--- config.mk ---
export PLATFORM = sky130hd
export DESIGN_NAME = point_scalar_mult_flat
export DESIGN_NICKNAME = d
export VERILOG_FILES = /design/src/rtl/elliptic_curve_structs.sv /design/src/rtl/point_scalar_mult_pkg.sv /design/src/rtl/point_scalar_mult_if.sv /design/src/rtl/point_add.sv /design/src/rtl/point_double.sv /design/src/rtl/point_scalar_mult.sv /design/src/flat_wrapper.sv
export SDC_FILE = /design/constraint.sdc
export NUM_CORES = 1
export LEC_CHECK = 0
export CAP_MARGIN = 20
export CORE_UTILIZATION = 45
export DETAILED_ROUTE_END_ITERATION = 16
export SLEW_MARGIN = 20
export SYNTH_ARGS = -nofsm -noshare
export SYNTH_HDL_FRONTEND = slang
export SYNTH_SLANG_ARGS = --single-unit
--- constraint.sdc ---
create_clock -name clk -period 3.43 [get_ports clk]
set_input_delay 0.343 -clock clk [delete_from_list [all_inputs] [get_ports clk]]
set_output_delay 0.343 -clock clk [all_outputs]
set_load 0.02 [all_outputs]
--- src/rtl/elliptic_curve_structs.sv ---
// Shared curve definitions: y^2 = x^3 + 2x + 2 over GF(17), generator G=(5,1) of prime order 19.
package elliptic_curve_structs;

    localparam int unsigned P_WIDTH = 5;
    localparam int unsigned P_MOD   = 17;
    localparam int unsigned CURVE_A = 2;
    localparam int unsigned N_ORDER = 19;
    localparam int unsigned G_X     = 5;
    localparam int unsigned G_Y     = 1;
    localparam int unsigned SW      = P_WIDTH + 1;
    localparam int unsigned DW      = 2 * P_WIDTH;

    typedef logic [P_WIDTH-1:0] felem_t;

    typedef struct packed {
        felem_t x;
        felem_t y;
    } curve_point_t;

    function automatic felem_t f_add(felem_t a, felem_t b);
        logic [SW-1:0] s;
        s = SW'(a) + SW'(b);
        if (s >= SW'(P_MOD)) s = s - SW'(P_MOD);
        return P_WIDTH'(s);
    endfunction

    // Wraps modulo 2^P_WIDTH in the borrow case; the true result is below P_MOD.
    function automatic felem_t f_sub(felem_t a, felem_t b);
        if (a >= b) return a - b;
        return a + P_WIDTH'(P_MOD) - b;
    endfunction

    function automatic felem_t f_mul(felem_t a, felem_t b);
        logic [DW-1:0] t;
        t = DW'(a) * DW'(b);
        return P_WIDTH'(t % DW'(P_MOD));
    endfunction

endpackage

--- src/rtl/point_scalar_mult_pkg.sv ---
// Local helpers for the scalar-multiply engine.
package point_scalar_mult_pkg;

    function automatic int unsigned idx_width(int unsigned n);
        return (n > 1) ? $clog2(n) : 1;
    endfunction

endpackage

--- src/rtl/point_scalar_mult_if.sv ---
// Request/result bus of the scalar-multiply engine.
interface point_scalar_mult_if
    import elliptic_curve_structs::*;
#(
    parameter int unsigned K_WIDTH = P_WIDTH
);
    logic               start;
    logic [K_WIDTH-1:0] k;
    curve_point_t       P;
    logic               busy;
    logic               Done;
    curve_point_t       R;
    logic               R_inf;

    modport master (output start, k, P, input busy, Done, R, R_inf);
    modport slave  (input start, k, P, output busy, Done, R, R_inf);
endinterface

--- src/rtl/point_add.sv ---
// Affine point addition responder (P != +-Q): runs while Reset is low, raises Done and holds R.
module point_add
    import elliptic_curve_structs::*;
(
    input  logic         clk,
    input  logic         Reset,
    input  curve_point_t P,
    input  curve_point_t Q,
    output curve_point_t R,
    output logic         Done
);
    felem_t       inv;
    felem_t       lam_c;
    felem_t       x3_c;
    logic         hit_c;
    curve_point_t r_c;

    always_comb begin
        hit_c = (f_mul(f_sub(Q.x, P.x), inv) == P_WIDTH'(1));
        lam_c = f_mul(f_sub(Q.y, P.y), inv);
        x3_c  = f_sub(f_sub(f_mul(lam_c, lam_c), P.x), Q.x);
        r_c   = '{x: x3_c, y: f_sub(f_mul(lam_c, f_sub(P.x, x3_c)), P.y)};
    end

    always_ff @(posedge clk or posedge Reset) begin
        if (Reset) begin
            inv  <= P_WIDTH'(1);
            R    <= '0;
            Done <= 1'b0;
        end else if (!Done) begin
            if (hit_c) begin
                R    <= r_c;
                Done <= 1'b1;
            end else begin
                inv <= inv + P_WIDTH'(1);
            end
        end
    end
endmodule

--- src/rtl/point_double.sv ---
// Affine point doubling responder: runs while Reset is low, raises Done and holds R.
module point_double
    import elliptic_curve_structs::*;
(
    input  logic         clk,
    input  logic         Reset,
    input  curve_point_t P,
    output curve_point_t R,
    output logic         Done
);
    felem_t       inv;
    felem_t       x2_c;
    felem_t       lam_c;
    felem_t       x3_c;
    logic         hit_c;
    curve_point_t r_c;

    // Inverse of 2y found by stepping candidates until den*inv == 1.
    always_comb begin
        x2_c  = f_mul(P.x, P.x);
        hit_c = (f_mul(f_add(P.y, P.y), inv) == P_WIDTH'(1));
        lam_c = f_mul(f_add(f_add(f_add(x2_c, x2_c), x2_c), P_WIDTH'(CURVE_A)), inv);
        x3_c  = f_sub(f_mul(lam_c, lam_c), f_add(P.x, P.x));
        r_c   = '{x: x3_c, y: f_sub(f_mul(lam_c, f_sub(P.x, x3_c)), P.y)};
    end

    always_ff @(posedge clk or posedge Reset) begin
        if (Reset) begin
            inv  <= P_WIDTH'(1);
            R    <= '0;
            Done <= 1'b0;
        end else if (!Done) begin
            if (hit_c) begin
                R    <= r_c;
                Done <= 1'b1;
            end else begin
                inv <= inv + P_WIDTH'(1);
            end
        end
    end
endmodule

--- src/rtl/point_scalar_mult.sv ---
// R = k*P by left-to-right double-and-add, sequencing one point_double and one point_add.
module point_scalar_mult
    import elliptic_curve_structs::*;
    import point_scalar_mult_pkg::*;
#(
    parameter int unsigned K_WIDTH = P_WIDTH
)
(
    input  logic              clk,
    input  logic              Reset,
    point_scalar_mult_if.slave bus
);
    localparam int unsigned IW = idx_width(K_WIDTH);

    typedef enum logic [2:0] {IDLE, SCAN, DBL_RUN, ADD_CHK, ADD_RUN, FIN} state_t;

    state_t             state, state_nx;
    logic [K_WIDTH-1:0] kr, kr_nx;
    curve_point_t       pr, pr_nx, q, q_nx, r_q, r_nx;
    logic [IW-1:0]      idx, idx_nx;
    logic               qinf, qinf_nx, add_pend, add_pend_nx;
    logic               dbl_rst, dbl_rst_nx, add_rst, add_rst_nx;
    logic               busy_q, busy_nx, done_q, done_nx, r_inf_q, r_inf_nx;
    logic               adv;
    logic               dbl_reset_c, add_reset_c, dbl_done, add_done;
    curve_point_t       dbl_r, add_r;

    assign dbl_reset_c = Reset | dbl_rst;
    assign add_reset_c = Reset | add_rst;
    assign bus.busy    = busy_q;
    assign bus.Done    = done_q;
    assign bus.R       = r_q;
    assign bus.R_inf   = r_inf_q;

    point_double dbl0 (.clk(clk), .Reset(dbl_reset_c), .P(q), .R(dbl_r), .Done(dbl_done));
    point_add    add0 (.clk(clk), .Reset(add_reset_c), .P(q), .Q(pr), .R(add_r), .Done(add_done));

    always_ff @(posedge clk or posedge Reset) begin
        if (Reset) begin
            state    <= IDLE;
            kr       <= '0;
            pr       <= '0;
            q        <= '0;
            idx      <= '0;
            qinf     <= 1'b1;
            add_pend <= 1'b0;
            dbl_rst  <= 1'b1;
            add_rst  <= 1'b1;
            busy_q   <= 1'b0;
            done_q   <= 1'b0;
            r_q      <= '0;
            r_inf_q  <= 1'b0;
        end else begin
            state    <= state_nx;
            kr       <= kr_nx;
            pr       <= pr_nx;
            q        <= q_nx;
            idx      <= idx_nx;
            qinf     <= qinf_nx;
            add_pend <= add_pend_nx;
            dbl_rst  <= dbl_rst_nx;
            add_rst  <= add_rst_nx;
            busy_q   <= busy_nx;
            done_q   <= done_nx;
            r_q      <= r_nx;
            r_inf_q  <= r_inf_nx;
        end
    end

    always_comb begin
        state_nx    = state;
        kr_nx       = kr;
        pr_nx       = pr;
        q_nx        = q;
        idx_nx      = idx;
        qinf_nx     = qinf;
        add_pend_nx = add_pend;
        dbl_rst_nx  = dbl_rst;
        add_rst_nx  = add_rst;
        busy_nx     = busy_q;
        done_nx     = done_q;
        r_nx        = r_q;
        r_inf_nx    = r_inf_q;
        adv         = 1'b0;

        unique case (state)
            IDLE: begin
                if (bus.start) begin
                    kr_nx    = bus.k;
                    pr_nx    = bus.P;
                    idx_nx   = IW'(K_WIDTH - 1);
                    qinf_nx  = 1'b1;
                    done_nx  = 1'b0;
                    busy_nx  = 1'b1;
                    state_nx = SCAN;
                end
            end
            SCAN: begin
                if (kr[idx]) begin
                    q_nx    = pr;
                    qinf_nx = 1'b0;
                end
                if (idx == '0) begin
                    state_nx = FIN;
                end else begin
                    idx_nx = idx - IW'(1);
                    if (kr[idx]) begin
                        add_pend_nx = 1'b1;
                        state_nx    = DBL_RUN;
                    end
                end
            end
            // Entry cycle (dbl_rst still high) screens out results that are infinity.
            DBL_RUN: begin
                if (dbl_rst) begin
                    if (qinf || q.y == '0) begin
                        qinf_nx = 1'b1;
                        if (add_pend) state_nx = ADD_CHK;
                        else          adv      = 1'b1;
                    end else begin
                        dbl_rst_nx = 1'b0;
                    end
                end else if (dbl_done) begin
                    q_nx       = dbl_r;
                    dbl_rst_nx = 1'b1;
                    if (add_pend) state_nx = ADD_CHK;
                    else          adv      = 1'b1;
                end
            end
            ADD_CHK: begin
                if (!kr[idx]) begin
                    adv = 1'b1;
                end else if (qinf) begin
                    q_nx    = pr;
                    qinf_nx = 1'b0;
                    adv     = 1'b1;
                end else if (q.x != pr.x) begin
                    add_rst_nx = 1'b0;
                    state_nx   = ADD_RUN;
                end else if (q.y == pr.y) begin
                    // Q == P: the sum is a doubling of P, and the bit is then consumed.
                    q_nx        = pr;
                    add_pend_nx = 1'b0;
                    state_nx    = DBL_RUN;
                end else begin
                    qinf_nx = 1'b1;
                    adv     = 1'b1;
                end
            end
            ADD_RUN: begin
                if (add_done) begin
                    q_nx       = add_r;
                    add_rst_nx = 1'b1;
                    adv        = 1'b1;
                end
            end
            FIN: begin
                r_nx     = qinf ? '0 : q;
                r_inf_nx = qinf;
                done_nx  = 1'b1;
                busy_nx  = 1'b0;
                state_nx = IDLE;
            end
            default: state_nx = IDLE;
        endcase

        if (adv) begin
            if (idx == '0) begin
                state_nx = FIN;
            end else begin
                idx_nx      = idx - IW'(1);
                add_pend_nx = 1'b1;
                state_nx    = DBL_RUN;
            end
        end
    end
endmodule

--- src/flat_wrapper.sv ---
// flat-port wrapper written by rule: the top's interface ports become plain ports
module point_scalar_mult_flat import elliptic_curve_structs::*; import point_scalar_mult_pkg::*;
#(
    parameter int unsigned K_WIDTH = P_WIDTH
)
  (clk, Reset, bus_start, bus_k, bus_P, bus_busy, bus_Done, bus_R, bus_R_inf);
  point_scalar_mult_if #(.K_WIDTH(K_WIDTH)) bus_i ();
  input  logic clk;
  input  logic Reset;
  input wire logic [$bits(bus_i.start)-1:0] bus_start;
  input wire logic [$bits(bus_i.k)-1:0] bus_k;
  input wire logic [$bits(bus_i.P)-1:0] bus_P;
  output wire logic [$bits(bus_i.busy)-1:0] bus_busy;
  output wire logic [$bits(bus_i.Done)-1:0] bus_Done;
  output wire logic [$bits(bus_i.R)-1:0] bus_R;
  output wire logic [$bits(bus_i.R_inf)-1:0] bus_R_inf;
  assign bus_i.start = bus_start;
  assign bus_i.k = bus_k;
  assign bus_i.P = bus_P;
  assign bus_busy = bus_i.busy;
  assign bus_Done = bus_i.Done;
  assign bus_R = bus_i.R;
  assign bus_R_inf = bus_i.R_inf;
  point_scalar_mult #(.K_WIDTH(K_WIDTH)) u_core (.clk(clk), .Reset(Reset), .bus(bus_i));
endmodule
==> results.toml, run 1 <==
[sta]
min_period_ns = 36.27
rsz0062_at_grt = "yes"
maxSlewViolCount = 0
fmax_mhz = 27.6
skew_ns = 0.0188
maxSlewHeadroom_pct = 39.4
finalHoldViolCount = 0
worst_slew_pin_slew_ns = 0.908
post-route-period-util_pct = 1060
setup_violations = 32
worst_slack_ns = -32.84

[drt]
ant_nets = 0
routedWlPerCell_um = 15.1
routed_wl_um = 71400
drt_iter0_drc = 1154
drc = 0
routed-via-count = 25200
via_per_inst = 5.34
drt-pass1-iter-count = 7

[cts]
root_buffer = "clkbuf_16"
cts_tree = "done"
clock_latency_ns = 0.35
cts_buffer_depth = 2
htree_levels = 3
cts_made_buffers = 9
hold_buffers = 0
numClockSinks = 80
path_clk_slew_ns = 0.07

[synth]
synth-xor-area-share_pct = 10.7
ys_async_sr_fraction_pct = 100
syn_inst = 2915
synth.ff_latch_count = 80
synth_top_family_by_area = "adder cells"
synth_cell_types = 123
synth_edf_count = 0
synth_simple_gate_area_share_pct = 21.4
synth_adder_area_share_pct = 25.3
synth_common_cells = "inv_1, nand2_1, ha_1"
syn_area_per_cell_um2 = 7.64
yosysTopAreaCell = "ha_1"
synth_compound_area_share_pct = 23.6
yosys_warnings = 0
yosysMostFrequentCell = "inv_1"
ys_seq_area_share_pct = 9.01
synth_area_mm2 = 0.0223
synth_ff_type = "dfrtp_1"
synth_top_area_share_pct = 15.8
syn_nets = 3313
synth_mux_area_share_pct = 3.58
ys_top_cells_by_area = "ha_1, fa_1, dfrtp_1"

[die]
fp.dieH_um = 225
start_util_pct = 45.6
boundaryPins = 31
die-width_um = 225
row_count = 81
die_area_mm2 = 0.0504
core_area_mm2 = 0.0488

[critical_path]
cp.depth = 196
crit_top_cell = "fa_1"
critPathBufInv = 31
critPathArrivalTime_ns = 36.49
worstSetupPathType = "flip-flop to flip-flop"
r2r_cells = 196
cp-start-kind = "flip-flop"
worstPathRequired_ns = 3.65
cp_slowest_stage_delay_ns = 0.57
worst-path-max-fanout = 10
crit_family = "adder cells"
slowest_stage = "fa_1"
endpoint_kind = "flip-flop"

[outcome]
status = "complete, but fails checks"
violations = "negative setup slack"

[layout]
num-fill-cells = 3762
drive_above_1_share_pct = 45.8
nets = 4445
area_growth_pct = 60.6
n_antenna_cell = 0
utilization_pct = 73.3

[global_routing]
grt_pass1_wl_um = 119000
overflow = 0
grt_pass1_vias = 25800
grt_max_degree = 49
grt_use_total_pct = 27.9
antenna_found_initial = 0

[min_path]
min_path_type = "flip-flop to asynchronous set/reset pin"

[placed_design]
place_ws_ns = -33.37
portBuffers = 30
gp_congestion = 0.910
dpl.hpwl_um = 56900

[run]
drv_cap = 0
[layout by cell type, fill, tap and decap left out, drive strengths merged, types with 14 or more instances in the layout]
cell / synthesis / routed
a211o: 15 / 15
a211oi: 26 / 26
a21o: 49 / 49
a21oi: 187 / 187
a221oi: 14 / 14
a31oi: 36 / 36
and2: 59 / 59
and3: 19 / 19
buf: 13 / 1173
clkdlybuf4s50: 0 / 30
dfrtp: 75 / 75
fa: 98 / 98
ha: 282 / 282
inv: 292 / 295
maj3: 15 / 15
mux2: 29 / 29
mux2i: 44 / 44
nand2: 283 / 283
nand2b: 57 / 57
nand3: 73 / 73
nand4: 23 / 23
nor2: 239 / 239
nor2b: 44 / 44
nor3: 65 / 65
nor4: 17 / 17
o211ai: 17 / 17
o21a: 19 / 19
o21ai: 156 / 156
o21bai: 35 / 35
o22a: 14 / 14
o22ai: 19 / 19
o31ai: 32 / 32
or2: 26 / 26
or3: 17 / 17
xnor2: 170 / 170
xor2: 86 / 86
[logic make-up after synthesis]
kind of cell | Yosys count
simple gates | 969
mux | 74
buf+inv | 378
xor+xnor | 259
compound gates | 760
fa+ha+maj | 395
flops | 80
[per-layer routing]
metal / track usage, % / wire length [µm] / share of wire, % / up-vias
met5: 0 / 0 / 0 / -
met4: 4.76 / 981 / 1.4 / 0
met3: 1.72 / 1950 / 2.7 / 75
met2: 51.2 / 36400 / 51 / 397
met1: 36.0 / 32200 / 45 / 12100
li1: - / - / - / 12600
[layout make-up]
cell class | instances | area [µm²] | share of cell area [%]
clock buffers | 9 | 225 | 0.629
clock inverters | 7 | 106 | 0.297
inverters | 296 | 1140 | 3.19
multi-input cells | 2457 | 22200 | 62.0
flip-flops and latches | 80 | 2010 | 5.63
well taps | 664 | 831 | 2.32
repair buffers | 1203 | 9300 | 26.0
[worst reg2reg max path, delay by kind of cell, from the launching register on]
family                     cells  cell delay [ns]
adders and majority gates     34            11.26
buffers and inverters         31             2.92
DFF                            1             0.40
muxes                          6             1.23
and+or+nand+nor               50             7.36
AOI/OAI and AO/OA             64            11.03
xor gates and xnor gates      11             1.91
[state kept, by name (all words and copies together), names as in the netlist]
| signal | cells |
|---|---|
| u_core.dbl0.Done | 1 |
| u_core.add0.Done | 1 |
| u_core.bus.Done | 1 |
| u_core.add_pend | 1 |
| u_core.add0.inv | 5 |
| u_core.idx | 3 |
| u_core.dbl0.R | 10 |
| u_core.bus.R | 10 |
| u_core.dbl0.inv | 5 |
| u_core.q | 10 |
| u_core.add0.R | 10 |
| u_core.pr | 10 |
| u_core.qinf | 1 |
| u_core.kr | 5 |
| u_core.dbl_rst | 1 |
| u_core.bus.busy | 1 |
| u_core.state | 3 |
| u_core.add_rst | 1 |
| u_core.bus.R_inf | 1 |
[path summary, 6_finish.rpt]
check / startpoint / endpoint / slack (ns)
setup / recovery: u_core.q[7] / u_core.dbl0.R[2] / -32.84
hold reg to reg: u_core.dbl_rst / u_core.dbl0.R[9] / 0.37
min in group clk: u_core.bus.R[8] / u_core.bus.R[8] / 0.49
max in group asynchronous: Reset / u_core.q[0] / 2.26
hold / removal: u_core.dbl_rst / u_core.dbl0.R[9] / 0.37
setup reg to reg: u_core.q[7] / u_core.dbl0.R[2] / -32.84
[through the flow]
| step | area, µm² | hold slack (ns) | setup TNS (ns) | instances |
|---|---|---|---|---|
| after floorplan | 24200 | 0.460 | -546.13 | 2915 |
| after CTS | 34700 | 0.367 | -537.23 | 4667 |
| final | 35800 | 0.370 | -542.95 | 4716 |
| after global routing | 35800 | 0.407 | -576.86 | 4716 |
| after detailed placement | 32700 | 0.356 | -559.03 | 4563 |
| after global placement | 32700 | 0.346 | -541.11 | 4563 |
[timing repair]
item	in CTS	in global routing
resized for setup	199	163
endpoints found under the setup margin	32	32
cloned	0	0
endpoints found under the hold margin	0	0
pin swaps	150	173
buffers inserted	88	55
Power of run 1 is not shown: default switching activity piles up to over one toggle a cycle in this logic, so the estimate is an artifact.
==> run 2, diff against run 1 <==
CORE_ASPECT_RATIO = 0.75   (was not set)
==> run 2 against run 1 <==
  * The run still ends with negative setup slack left
  * Count of clock-buffer cells in the layout grew 1
  * First-iteration DRC count is 57% higher
  * Worst hold slack lost 0.024 ns
  * Non-clock buffer count increased by 112
  * Fmax fell by 2.3%
  * Sequential share of layout area down 0.28 points
  * Clock skew decreased by 0.0038 ns
  * Final cell count is 2.0% higher
  * Highest routed layer unchanged
==> results.toml, run 2 (synthesis gave the netlist of run 1 again) <==
[drt]
via_per_inst = 5.51
wl_met3_um = 3460
ant_nets = 0
met1_length_um = 35900
drt_iter0_drc = 1807
routed_wl_um = 80100
drt-pass1-iter-count = 5
routedWlPerCell_um = 16.6
drc = 0
routed-via-count = 26500
wl_met2_um = 38900
dr.max_layer_used = "met4"

[min_path]
min_path_type = "flip-flop to asynchronous set/reset pin"

[critical_path]
r2r_cells = 195
critPathArrivalTime_ns = 37.36
crit_top_cell = "ha_4"
endpoint_kind = "flip-flop"
slowest_stage = "fa_2"
cp_slowest_stage_delay_ns = 0.58
worstSetupPathType = "flip-flop to flip-flop"
cp-start-kind = "flip-flop"
worst-path-max-fanout = 8
worstPathRequired_ns = 3.67

[sta]
maxSlewHeadroom_pct = 47.0
post-route-period-util_pct = 1080
setup_violations = 32
timing.hold.ws_ns = 0.346
maxSlewViolCount = 0
fmax_mhz = 26.9
skew_ns = 0.0149
rsz0062_at_grt = "yes"
finalHoldViolCount = 0
worst_slack_ns = -33.68
worst_slew_pin_slew_ns = 0.793
min_period_ns = 37.11

[die]
row_count = 70
die-width_um = 259
boundaryPins = 31
start_util_pct = 45.7
die_area_mm2 = 0.0504
fp.dieH_um = 195
core_area_mm2 = 0.0488

[cts]
cts_made_buffers = 9
cts_buffer_depth = 2
clock_latency_ns = 0.36
path_clk_slew_ns = 0.08
htree_levels = 3
hold_buffers = 0
root_buffer = "clkbuf_16"
cts_tree = "done"
numClockSinks = 80

[layout]
num-fill-cells = 3317
final_common_cell = "buf_4"
multi_input_area_mm2 = 0.0231
area_growth_pct = 69.0
n_antenna_cell = 0
final_cell_mix = "buf_4, nand2_1, inv_1"
drive_above_1_share_pct = 50.1
register_area_mm2 = 0.00201
nets = 4557

[global_routing]
grt_pass1_vias = 26200
grt_pass1_wl_um = 124000
grt_use_total_pct = 29.0
grt_max_degree = 34
overflow = 0
antenna_found_initial = 0

[outcome]
violations = "negative setup slack"
status = "complete, but fails checks"

[placed_design]
portBuffers = 30
dpl.hpwl_um = 58500
gp_congestion = 0.927

[run]
drv_cap = 0
run 2: cell types whose count changed in the layout (fill, tap and decap cells not counted), moves of 8 or more:
cell,delta
xnor2_4,+9
ha_4,+14
nand2_2,+11
a21oi_2,+19
nand2_1,-14
inv_1,-13
buf_4,+74
a21oi_1,-17
nor2_1,-8
ha_1,-16
buf_6,+31
inv_2,+12
run 2: layer usage:
metal	GRT usage (%)	up-vias
met5	0	-
met4	5.02	0
met3	2.65	174
met2	49.3	733
met1	40.1	12800
li1	-	12800
run 2: worst paths after layout:
check / slack (ns) / start / endpoint
worst max register to register: -33.68 / u_core.q[7] / u_core.dbl0.R[2]
worst min-delay path: 0.35 / u_core.add_rst / u_core.add0.R[0]
worst max-delay path: -33.68 / u_core.q[7] / u_core.dbl0.R[2]
max in group asynchronous: 2.04 / Reset / u_core.dbl_rst
worst min register to register: 0.35 / u_core.add_rst / u_core.add0.R[0]
min in group clk: 0.49 / u_core.bus.busy / u_core.bus.busy
run 2: what timing repair did:
action                     4_1_cts  5_1_grt
gates cloned                     0        1
gates resized for setup        256      324
buffers inserted               144      123
setup endpoints to repair       32       32
pin swaps                      245      406
run 2: metrics by stage:
stage	worst slack [ns]	instances	utilization, %	TNS (ns)	instance area, µm²
after global routing	-35.29	4812	77.2	-582.08	37700
after floorplan	-33.94	2915	-	-546.13	24200
after detailed placement	-33.96	4537	66.9	-565.10	32600
final	-33.68	4812	77.2	-554.66	37700
after CTS	-32.69	4694	72.3	-540.43	35300
after global placement	-32.51	4537	66.9	-544.73	32600
run 2: area by class of cell:
| cell class | count | share of cell area (%) |
|---|---|---|
| clock inverter | 6 | 0.140 |
| clock buffer | 10 | 0.608 |
| tap | 648 | 2.15 |
| multi-input combinational | 2457 | 61.2 |
| timing repair buffer | 1315 | 27.5 |
| sequential | 80 | 5.35 |
| inverter | 296 | 3.05 |
run 2: worst max-delay path: cells and delay by family, from the launching register on:
kind	cells	cell delay, ns
AND/OR/NAND/NOR	54	8.86
buffers and inverters	28	2.81
AO/OA/AOI/OAI	65	11.67
adder cells (fa/ha/maj)	31	9.73
XOR/XNOR	12	2.45
flip-flops	1	0.41
multiplexers	5	0.97
Power of run 2 is left out for the same reason.
